### config.mk
export PLATFORM = sky130hd
export DESIGN_NAME = redmule_mx_decode_arbiter
export DESIGN_NICKNAME = d
export VERILOG_FILES = /design/src/rtl/redmule_mx_decode_arbiter.sv
export SDC_FILE = /design/constraint.sdc
export NUM_CORES = 1
export LEC_CHECK = 0
export ABC_AREA = 0
export ABC_CLOCK_PERIOD_IN_PS = 2800
export CAP_MARGIN = 20
export CORE_AREA = 2 2 327 329
export CTS_CLUSTER_DIAMETER = 120
export DETAILED_ROUTE_END_ITERATION = 10
export DIE_AREA = 0 0 329 331
export GPL_TIMING_DRIVEN = 1
export PLACE_DENSITY = 0.3
export SYNTH_ARGS = -nofsm -noshare
export SYNTH_HDL_FRONTEND = slang
export SYNTH_SLANG_ARGS = --single-unit
### constraint.sdc
create_clock -name clk_i -period 2.8 [get_ports clk_i]
set_input_delay 0.56 -clock clk_i [delete_from_list [all_inputs] [get_ports clk_i]]
set_output_delay 0.56 -clock clk_i [all_outputs]
set_load 0.01 [all_outputs]
### src/rtl/redmule_mx_decode_arbiter.sv
// redmule_mx_decode_arbiter: shares one MX decoder between NUM_REQ operand streamers, one whole block per grant
//
// Ports:
//   clk_i, rst_ni              clock, asynchronous active-low reset
//   req_valid_i / req_ready_o  per-requester block+exponent handshake
//   req_val_data_i             value blocks, requester r at [r*DATA_W +: DATA_W]
//   req_exp_data_i             shared exponents, requester r at [r*8 +: 8]
//   dec_val_valid_o/ready_i/data_o  value block towards the decoder
//   dec_exp_valid_o/ready_i/data_o  shared exponent towards the decoder
//   dec_fp16_valid_i/ready_o/data_i decoded element stream from the decoder
//   out_valid_o / out_ready_i  per-requester element handshake, only the owner sees valid
//   out_data_o                 decoded element, broadcast to all requesters
//   busy_o                     a block is being issued or drained
//
// Build option: define REDMULE_MX_ARB_FIXED_PRIO_EN for fixed priority (lowest index wins,
// rr_ptr_q stays 0); left undefined, arbitration is round-robin.
module redmule_mx_decode_arbiter #(
   parameter int unsigned DATA_W  = 256,
   parameter int unsigned BITW    = 16,
   parameter int unsigned NUM_REQ = 2
) (
   input  logic                      clk_i,
   input  logic                      rst_ni,
   input  logic [NUM_REQ-1:0]        req_valid_i,
   output logic [NUM_REQ-1:0]        req_ready_o,
   input  logic [NUM_REQ*DATA_W-1:0] req_val_data_i,
   input  logic [NUM_REQ*8-1:0]      req_exp_data_i,
   output logic                      dec_val_valid_o,
   input  logic                      dec_val_ready_i,
   output logic [DATA_W-1:0]         dec_val_data_o,
   output logic                      dec_exp_valid_o,
   input  logic                      dec_exp_ready_i,
   output logic [7:0]                dec_exp_data_o,
   input  logic                      dec_fp16_valid_i,
   output logic                      dec_fp16_ready_o,
   input  logic [BITW-1:0]           dec_fp16_data_i,
   output logic [NUM_REQ-1:0]        out_valid_o,
   input  logic [NUM_REQ-1:0]        out_ready_i,
   output logic [BITW-1:0]           out_data_o,
   output logic                      busy_o
);
   localparam int unsigned NUM_ELEMS = DATA_W / 8;
   localparam int unsigned OW = $clog2(NUM_REQ);
   localparam int unsigned CW = $clog2(NUM_ELEMS);

   typedef enum logic [1:0] {IDLE, ISSUE, DRAIN} state_e;

   state_e        state_q;
   logic [OW-1:0] owner_q;
   logic [OW-1:0] rr_ptr_q;
   logic [OW-1:0] winner;
   logic [CW-1:0] elem_cnt_q;
   logic          in_issue;
   logic          in_drain;
   logic          issue_hs;
   logic          elem_hs;

   // Scanning backwards lets the closest valid requester at or after rr_ptr_q overwrite the others.
   always_comb begin
      winner = rr_ptr_q;
      for (int k = NUM_REQ - 1; k >= 0; k--) begin
         if (req_valid_i[OW'((int'(rr_ptr_q) + k) % int'(NUM_REQ))])
            winner = OW'((int'(rr_ptr_q) + k) % int'(NUM_REQ));
      end
   end

   assign in_issue = state_q == ISSUE;
   assign in_drain = state_q == DRAIN;
   assign issue_hs = in_issue & req_valid_i[owner_q] & dec_val_ready_i & dec_exp_ready_i;
   assign elem_hs  = in_drain & dec_fp16_valid_i & out_ready_i[owner_q];
   assign busy_o   = state_q != IDLE;

   always_comb begin
      req_ready_o          = '0;
      out_valid_o          = '0;
      req_ready_o[owner_q] = in_issue & dec_val_ready_i & dec_exp_ready_i;
      out_valid_o[owner_q] = in_drain & dec_fp16_valid_i;
   end

   assign dec_val_valid_o  = in_issue & req_valid_i[owner_q];
   assign dec_exp_valid_o  = dec_val_valid_o;
   assign dec_val_data_o   = in_issue ? req_val_data_i[owner_q*DATA_W +: DATA_W] : '0;
   assign dec_exp_data_o   = in_issue ? req_exp_data_i[owner_q*8 +: 8] : '0;
   assign dec_fp16_ready_o = in_drain & out_ready_i[owner_q];
   assign out_data_o       = in_drain ? dec_fp16_data_i : '0;

   always_ff @(posedge clk_i or negedge rst_ni) begin
      if (!rst_ni) begin
         state_q    <= IDLE;
         owner_q    <= '0;
         rr_ptr_q   <= '0;
         elem_cnt_q <= '0;
      end else begin
         case (state_q)
            IDLE: begin
               if (|req_valid_i) begin
                  owner_q    <= winner;
                  elem_cnt_q <= '0;
                  state_q    <= ISSUE;
               end
            end
            ISSUE: begin
               if (issue_hs) state_q <= DRAIN;
            end
            DRAIN: begin
               if (elem_hs) begin
                  if (elem_cnt_q == CW'(NUM_ELEMS - 1)) begin
                     elem_cnt_q <= '0;
                     state_q    <= IDLE;
`ifndef REDMULE_MX_ARB_FIXED_PRIO_EN
                     rr_ptr_q   <= (owner_q == OW'(NUM_REQ - 1)) ? '0 : owner_q + 1'b1;
`endif
                  end else begin
                     elem_cnt_q <= elem_cnt_q + 1'b1;
                  end
               end
            end
            default: state_q <= IDLE;
         endcase
      end
   end
endmodule

---- Word level (Yosys, flattened, before mapping) ----
Index checks and enable logic that the tools add are counted.
Widths: inputs -> output; s select.
cells by class
  $mul .................................... 0
  reduce and logical (&&, ||, !) cells .... 9
  div/mod/pow operators ................... 0
  $lt $le $gt $ge ......................... 4
  muxes and demuxes ....................... 25
  equality and inequality tests ........... 7
  $add $sub $neg .......................... 3
  bitwise gates (word level) .............. 10
  shift operators ......................... 2
operator list
  cell                 count
  $shiftx 512x10->256  1
  $mux 256             1
  $mux 16              1
  $shiftx 16x5->8      1
  $mux 5               3
  $mux 1               12
  $pmux 5 s2           1
  $and 1x1->1          8
  $mux 2               4
  $mux 8               1
  $lt 1x3->1 const B   2
  $ne 2x1->1 const B   3
  $pmux 2 s3           1
  $reduce_and 3->1     2
  $add 5x1->5 const B  1
  $eq 5x5->1 const B   1
  $and 2x2->2          2
  $reduce_and 4->1     1
  $reduce_bool 2->1    2
  $add 1x1->1 const B  2
  $eq 2x1->1 const B   1
  $eq 2x2->1 const B   1
  $logic_not 2->1      1
  $lt 1x2->1 const B   1
  6 further kinds      6
storage, ports and cells
  bits in writable memories ............... 0
  bits in latches ......................... 0
  bits in read-only memories .............. 0
  memories kept ........................... 0
  register bits ........................... 9
  logic and storage cells ................. 64
  output and inout bits ................... 288

---- Logic depth before layout (Yosys ltp) ----
Gate-level depths: netlist of the first run.
  depth after elaboration ................. 7
  mapped depth ............................ 6

---- Worst setup path before layout of the first run ----
Ideal clock, no wire load.
  kind .................................... register to output
  start ................................... reg state_q[1]
  end ..................................... out dec_val_valid_o
  buffers on the path ..................... 3
  setup slack ............................. 1.012 ns
  required time ........................... 2.240 ns
  cell stages (with the launch flop) ...... 6
  arrival time ............................ 1.228 ns
  cell sequence ........................... dfrtp_1 nand2b_1 clkbuf_1 buf_2 nor2_1 buf_4
between the ends
  longest elaborated chain between the ends .. 2
ends and longest elaborated chain
  element                 RTL line  source
  from (decl)             48        state_e state_q;
  from (signal assigned)  89        state_q <= IDLE;
  from (signal assigned)  99        state_q <= ISSUE;
  from (signal assigned)  103       if (issue_hs) state_q <= DRAIN;
  $eq 2x1->1              67        assign in_issue = state_q == ISSUE;
  $and 1x1->1             80        assign dec_val_valid_o = in_issue & req_valid_i[owner_q];
  to (decl)               28        output logic dec_val_valid_o,
Every way passes these cells.

---- Worst setup path after layout of the first run ----
  start ................................... reg owner_q
  end ..................................... out dec_val_data_o[0]
between the ends
  longest elaborated chain between the ends .. 2
ends and longest elaborated chain
  element                 RTL line  source
  from (decl)             49        logic [OW-1:0] owner_q;
  from (signal assigned)  97        owner_q <= winner;
  $shiftx 512x10->256     82        assign dec_val_data_o = in_issue ? req_val_data_i[owner_q*DATA_W +: DATA_W] : '0;
  $mux 256                82
  to (decl)               30        output logic [DATA_W-1:0] dec_val_data_o,
Every way passes these cells.

==> flow_summary.toml, run 1 <==
[status]
status = "completed"

[detailed_routing]
wl_per_cell_um = 22.2
routed_wl_mm = 64.3
first_pass_iters = 4
route.detailed.drc = 0
drt-initial-drc-count = 268
drt.antenna.violating_nets = 0
viasPerCell = 2.86
vias = 8288

[setup_path]
slowest_stage = "dfrtp_4"
path_class = "flop to output port"
startpoint_type = "flop"
cpPeakStageDelay_ps = 560
crit_buf_inv = 3
path_max_fanout = 18
cp.required_ps = 2240
path_cells = "buf_4 > clkbuf_16 > mux2i_1 > nor2_1 > clkdlybuf4s50_1"
end_kind = "output port"
crit_family = "buffers and inverters"
arrival_ps = 2190

[placement]
port_buffers = 840
hpwlAfterDp_mm = 58.0
dp_slack_ps = -250
place.gp.congestion = 0.827

[global_route]
grtUsageMet3 = 0.0281
grt_max_degree = 46
grt_pass1_vias = 8566
grt_use_met2 = 0.181
grt_util_all_layers = 0.107
antenna_found_initial = 31
overflow = 0
grt_use_met1 = 0.142
grt_most_used_layer = "met2"
grt_pass1_wl_mm = 79.2

[floorplan]
dieArea_um2 = 109000
die_x_um = 329
std_cell_rows = 119
start_util = 0.0439
ios = 841
die_h_um = 331
core_um2 = 105000

[logic_synthesis]
postSynthCellCount = 667
syn_area_per_cell_um2 = 6.90
ys_seq_elements = 9
synth_area_leaders = "mux2i_1, nor2_1, buf_2, dfrtp_1, and2_1"
yosysTopAreaCell = "mux2i_1"
synth_top_cell_area_share = 0.578
syn_area_um2 = 4600
seq_area_frac_synth = 0.0489
synth_nets = 1222
yosysUniqueCellTypes = 31
ys.warnings.count = 0

[timing]
setup_viol = 0
hold_viol_final = 0
rsz0062_at_grt = "no"
slew_headroom = 0.685
worst_slew_pin_slew_ps = 471
hold_ws_ps = 492
max_freq_mhz = 364
period_share = 0.981
fin_crit_ps = 2750
finClkSkew_ps = 0.813
drv_slew = 0
fin_ws_ps = 52.8

[worst_hold_path]
hp-class = "flop to flop"

[cts]
cts_hold_buffers = 0
numCtsBuffers = 3
clkSlewWorstSetupHoldPaths_ps = 40
root_buffer = "clkbuf_16"
cts_tree = "done"
ctsHtreeMaxLevel = 1
clk_latency_ps = 230
cts_sinks = 9
clock_path_buffers = 2

[power]
leakage_nw = 5.13
p_per_area_nw_per_um2 = 231
irDropWorstVdd_mv = 0.139

[finish]
layout.nets = 2063
regArea_um2 = 229
multi_input_area_um2 = 4130
syn_to_final_growth_pct = 234
nFillCells = 12000
drive_gt1_frac = 0.0617

[flow_run]
max_cap_viol_count = 0
## flip-flops by register name (all words and copies together) (netlist names)
| register | count |
|---|---|
| elem_cnt_q | 5 |
| owner_q | 1 |
| rr_ptr_q | 1 |
| state_q | 2 |
## per-stage QoR
| step | setup TNS, ps | cell area, µm² | power (mW) | cells | util |
|---|---|---|---|---|---|
| after global routing | 0 | 15400 | 3.79 | 2899 | 0.147 |
| after floorplan | 0 | 4600 | 1.00 | 667 | - |
| after global placement | -247 | 15000 | 3.31 | 2882 | 0.143 |
| after detailed placement | -250 | 15000 | 3.30 | 2882 | 0.143 |
| after CTS | -6.37 | 15200 | 3.62 | 2891 | 0.145 |
| final | 0 | 15400 | 3.56 | 2901 | 0.147 |
## Yosys cell counts
cell / count
nor2_1: 273
mux2i_1: 266
buf_2: 53
and2_1: 16
dfrtp_1: 9
clkbuf_1: 7
o21ai_1: 5
nand3_1: 4
inv_1: 3
nor3_1: 3
and3_1: 2
buf_4: 2
ha_1: 2
mux2_1: 2
nand2b_1: 2
o211ai_1: 2
or4_1: 2
a211oi_1: 1
and3b_1: 1
buf_6: 1
inv_2: 1
mux2_4: 1
nand2_1: 1
nand3b_1: 1
nand4b_1: 1
nor2b_1: 1
nor3b_1: 1
o22ai_1: 1
o32ai_1: 1
or2_1: 1
or4b_1: 1
## path summary, 6_finish.rpt
kind	from	endpoint	slack, ps	depth (start not counted)
worst max register to register	owner_q$_DFFE_PN0P_	elem_cnt_q[3]$_DFFE_PN0P_	960	5
worst max-delay path	owner_q$_DFFE_PN0P_	dec_val_data_o[0]	50	5
min in group asynchronous	rst_ni	state_q[0]$_DFFE_PN0P_	660	1
worst min-delay path	rr_ptr_q$_DFFE_PN0P_	rr_ptr_q$_DFFE_PN0P_	490	1
worst min register to register	rr_ptr_q$_DFFE_PN0P_	rr_ptr_q$_DFFE_PN0P_	490	1
max in group asynchronous	rst_ni	owner_q$_DFFE_PN0P_	1790	1
## placed cells by master (no fill, tap or decap), types with 5 or more instances in the layout
cell,Yosys,final
and2_1,16,16
buf_12,0,17
buf_4,2,49
clkbuf_16,0,6
clkdlybuf4s50_1,0,815
dfrtp_1,9,8
dlymetal6s2s_1,0,10
mux2i_1,266,257
mux2i_2,0,6
nor2_1,273,270
o21ai_1,5,5
## kinds of logic after synthesis
family | share of synthesized area
compound gates | 0.0136
simple gates | 0.273
buf+inv | 0.0723
fa+ha+maj | 0.00543
flops | 0.0489
mux | 0.586
## worst register-to-register path, stage by stage, from the launching register on
cell and delay, ps:
dfrtp_4 580, buf_6 220, mux2i_2 210, buf_4 160, or4b_1 500, o211ai_1 90
## timing repair
item,4_1_cts,5_1_grt
setup buffers,5,4
resized for setup,13,18
cloned,0,3
endpoints found under the setup margin,60,35
## area by class of cell
cell class	count	area share
Tap cell	1391	0.113
Inverter	4	0.000976
Timing Repair Buffer	899	0.597
Clock buffer	4	0.00512
Antenna cell	3	0.000488
Sequential cell	9	0.0149
Multi-Input combinational cell	591	0.268
## metal layers
layer  routed length, µm  vias to the layer above
li1                    -                     3945
met1               28700                     3801
met2               30200                      496
met3                5180                       46
met4                 308                        0
met5                   0                        -
## where the power goes
part	leakage [nW]	internal, mW	switching, mW
sequential	0.119	0.136	0.00629
combinational	4.97	1.85	1.32
clock	0.0382	0.190	0.0623
Power figures use the tool's default switching activity.
==> run 2, diff against run 1 <==
--- a/config.mk
+++ b/config.mk
@@ -13,7 +13,6 @@
 export DETAILED_ROUTE_END_ITERATION = 10
 export DIE_AREA = 0 0 329 331
 export GPL_TIMING_DRIVEN = 1
-export PLACE_DENSITY = 0.3
 export SYNTH_ARGS = -nofsm -noshare
 export SYNTH_HDL_FRONTEND = slang
 export SYNTH_SLANG_ARGS = --single-unit
==> flow_summary.toml, run 2 (synthesized netlist as in run 1, its figures left out) <==
[setup_path]
path_max_fanout = 1
startpoint_type = "primary input"
path_common_cell = "clkdlybuf4s50_1"
rr_startpoint = "owner_q$_DFFE_PN0P_"
worst-r2r-setup-slack_ps = 930
end_kind = "output port"
arrival_ps = 2160
slowest_stage = "clkdlybuf4s50_1"
path_cells = "clkdlybuf4s50_1 > mux2i_1 > nor2_1 > clkdlybuf4s50_1"
cpPeakStageDelay_ps = 760
path_class = "primary input to output port"
r2r-end = "rr_ptr_q$_DFFE_PN0P_"
cp.required_ps = 2240
worstRegToRegCells = 5

[power]
seqPwrFrac = 0.037
netSwitchingFraction = 0.407
p_int_mw = 2.34
leakage_nw = 5.18
switching_power_mw = 1.61
irDropWorstVdd_mv = 0.186
power_mw = 3.95
p_comb_frac = 0.899
clkPwrFrac = 0.065
p_per_area_nw_per_um2 = 253

[floorplan]
die_x_um = 329
ios = 841
core_um2 = 105000
die_h_um = 331
start_util = 0.0439
dieArea_um2 = 109000
std_cell_rows = 119

[detailed_routing]
wl_per_cell_um = 25.7
vias = 8382
viasPerCell = 2.91
routed_wl_mm = 74.1
drt.antenna.violating_nets = 0
first_pass_iters = 6
route.detailed.drc = 0
drt-initial-drc-count = 373

[finish]
regArea_um2 = 229
nFillCells = 12000
largest-register = "elem_cnt_q"
reg_top3 = "elem_cnt_q: 5 flops, state_q: 2 flops"
final_cell_mix = "clkdlybuf4s50_1, nor2_1, mux2i_1"
drive_gt1_frac = 0.0970
syn_to_final_growth_pct = 238
layout_commonest_cell = "clkdlybuf4s50_1"
layout.nets = 2041
multi_input_area_um2 = 4060
largest_register_ffs = 5

[cts]
clkSlewWorstSetupHoldPaths_ps = 40
cts_tree = "done"
cts_hold_buffers = 0
root_buffer = "clkbuf_16"
cts-resized-gates = 0
cts_setup_buffers = 0
clock_path_buffers = 2
clk_latency_ps = 240
numCtsBuffers = 3
ctsHtreeMaxLevel = 1
cts_sinks = 9

[global_route]
grt_max_degree = 53
grt_pass1_vias = 8172
overflow = 0
grt_util_all_layers = 0.126
grt_pass1_wl_mm = 88.5
antenna_found_initial = 58

[worst_hold_path]
whs_endpoint = "rr_ptr_q$_DFFE_PN0P_"
hp-class = "flop to flop"
hold_depth = 1
min-delay-start = "rr_ptr_q$_DFFE_PN0P_"

[status]
status = "completed"

[timing]
period_share = 0.971
hold_viol_final = 0
slew_headroom = 0.687
finClkSkew_ps = 1.32
tns_ps = 0
setup_viol = 0
max_freq_mhz = 368
worst_slew_pin_slew_ps = 457
drv_slew = 0
rsz0062_at_grt = "no"
fin_crit_ps = 2720

[placement]
place.gp.congestion = 0.899
port_buffers = 840
hpwlAfterDp_mm = 69.9

[flow_run]
max_cap_viol_count = 0
run 2: power by group through the flow:
stage | registers, mW | clock network (mW) | logic (mW)
final | 0.144 | 0.255 | 3.55
after global routing | 0.145 | 0.267 | 3.81
after CTS | 0.144 | 0.259 | 3.63
after detailed placement | 0.146 | 0 | 3.61
after global placement | 0.146 | 0 | 3.61
after floorplan | 0.143 | 0 | 0.861
run 2: final cells by class:
cell class,instances,share of cell area
antenna,5,0.000803
clock buffer,4,0.00506
inverter,4,0.000963
multi-input combinational,591,0.260
sequential,9,0.0147
tap,1391,0.112
timing repair buffer,877,0.607
run 2: stage by stage:
stage | instances | utilization | cell area, µm² | setup slack (ps) | hold WS [ps]
CTS | 2876 | 0.148 | 15600 | 26.7 | 495
floorplan | 667 | - | 4600 | 1010 | 264
global placement | 2872 | 0.148 | 15500 | 33.7 | 472
detailed placement | 2872 | 0.148 | 15500 | 26.7 | 480
finish | 2881 | 0.148 | 15600 | 81.8 | 495
global route | 2878 | 0.148 | 15600 | 32.2 | 516
run 2: how the worst max path moves through the flow:
| stage | start | end | slack [ps] | depth (start not counted) |
|---|---|---|---|---|
| floorplan | state_q[1]$_DFFE_PN0P_ | dec_val_valid_o | 1010 | 5 |
| global placement | req_val_data_i[496] | dec_val_data_o[240] | 30 | 4 |
| detailed placement | req_val_data_i[496] | dec_val_data_o[240] | 30 | 4 |
| CTS | req_val_data_i[496] | dec_val_data_o[240] | 30 | 4 |
| global route | state_q[1]$_DFFE_PN0P_ | dec_val_data_o[8] | 30 | 4 |
| finish | req_val_data_i[255] | dec_val_data_o[255] | 80 | 4 |
run 2: worst max-delay path: cells and delay by family:
kind                   cells  cell delay, ps
AND/OR/NAND/NOR            1             260
buffers and inverters      2            1240
multiplexers               1              90
run 2: routing by layer:
layer	vias to the layer above	GRT usage	part of all wire
li1	3900	-	-
met1	3809	0.159	0.41
met2	578	0.189	0.42
met3	79	0.0794	0.16
met4	16	0.00844	0.0088
met5	-	0	0.0012
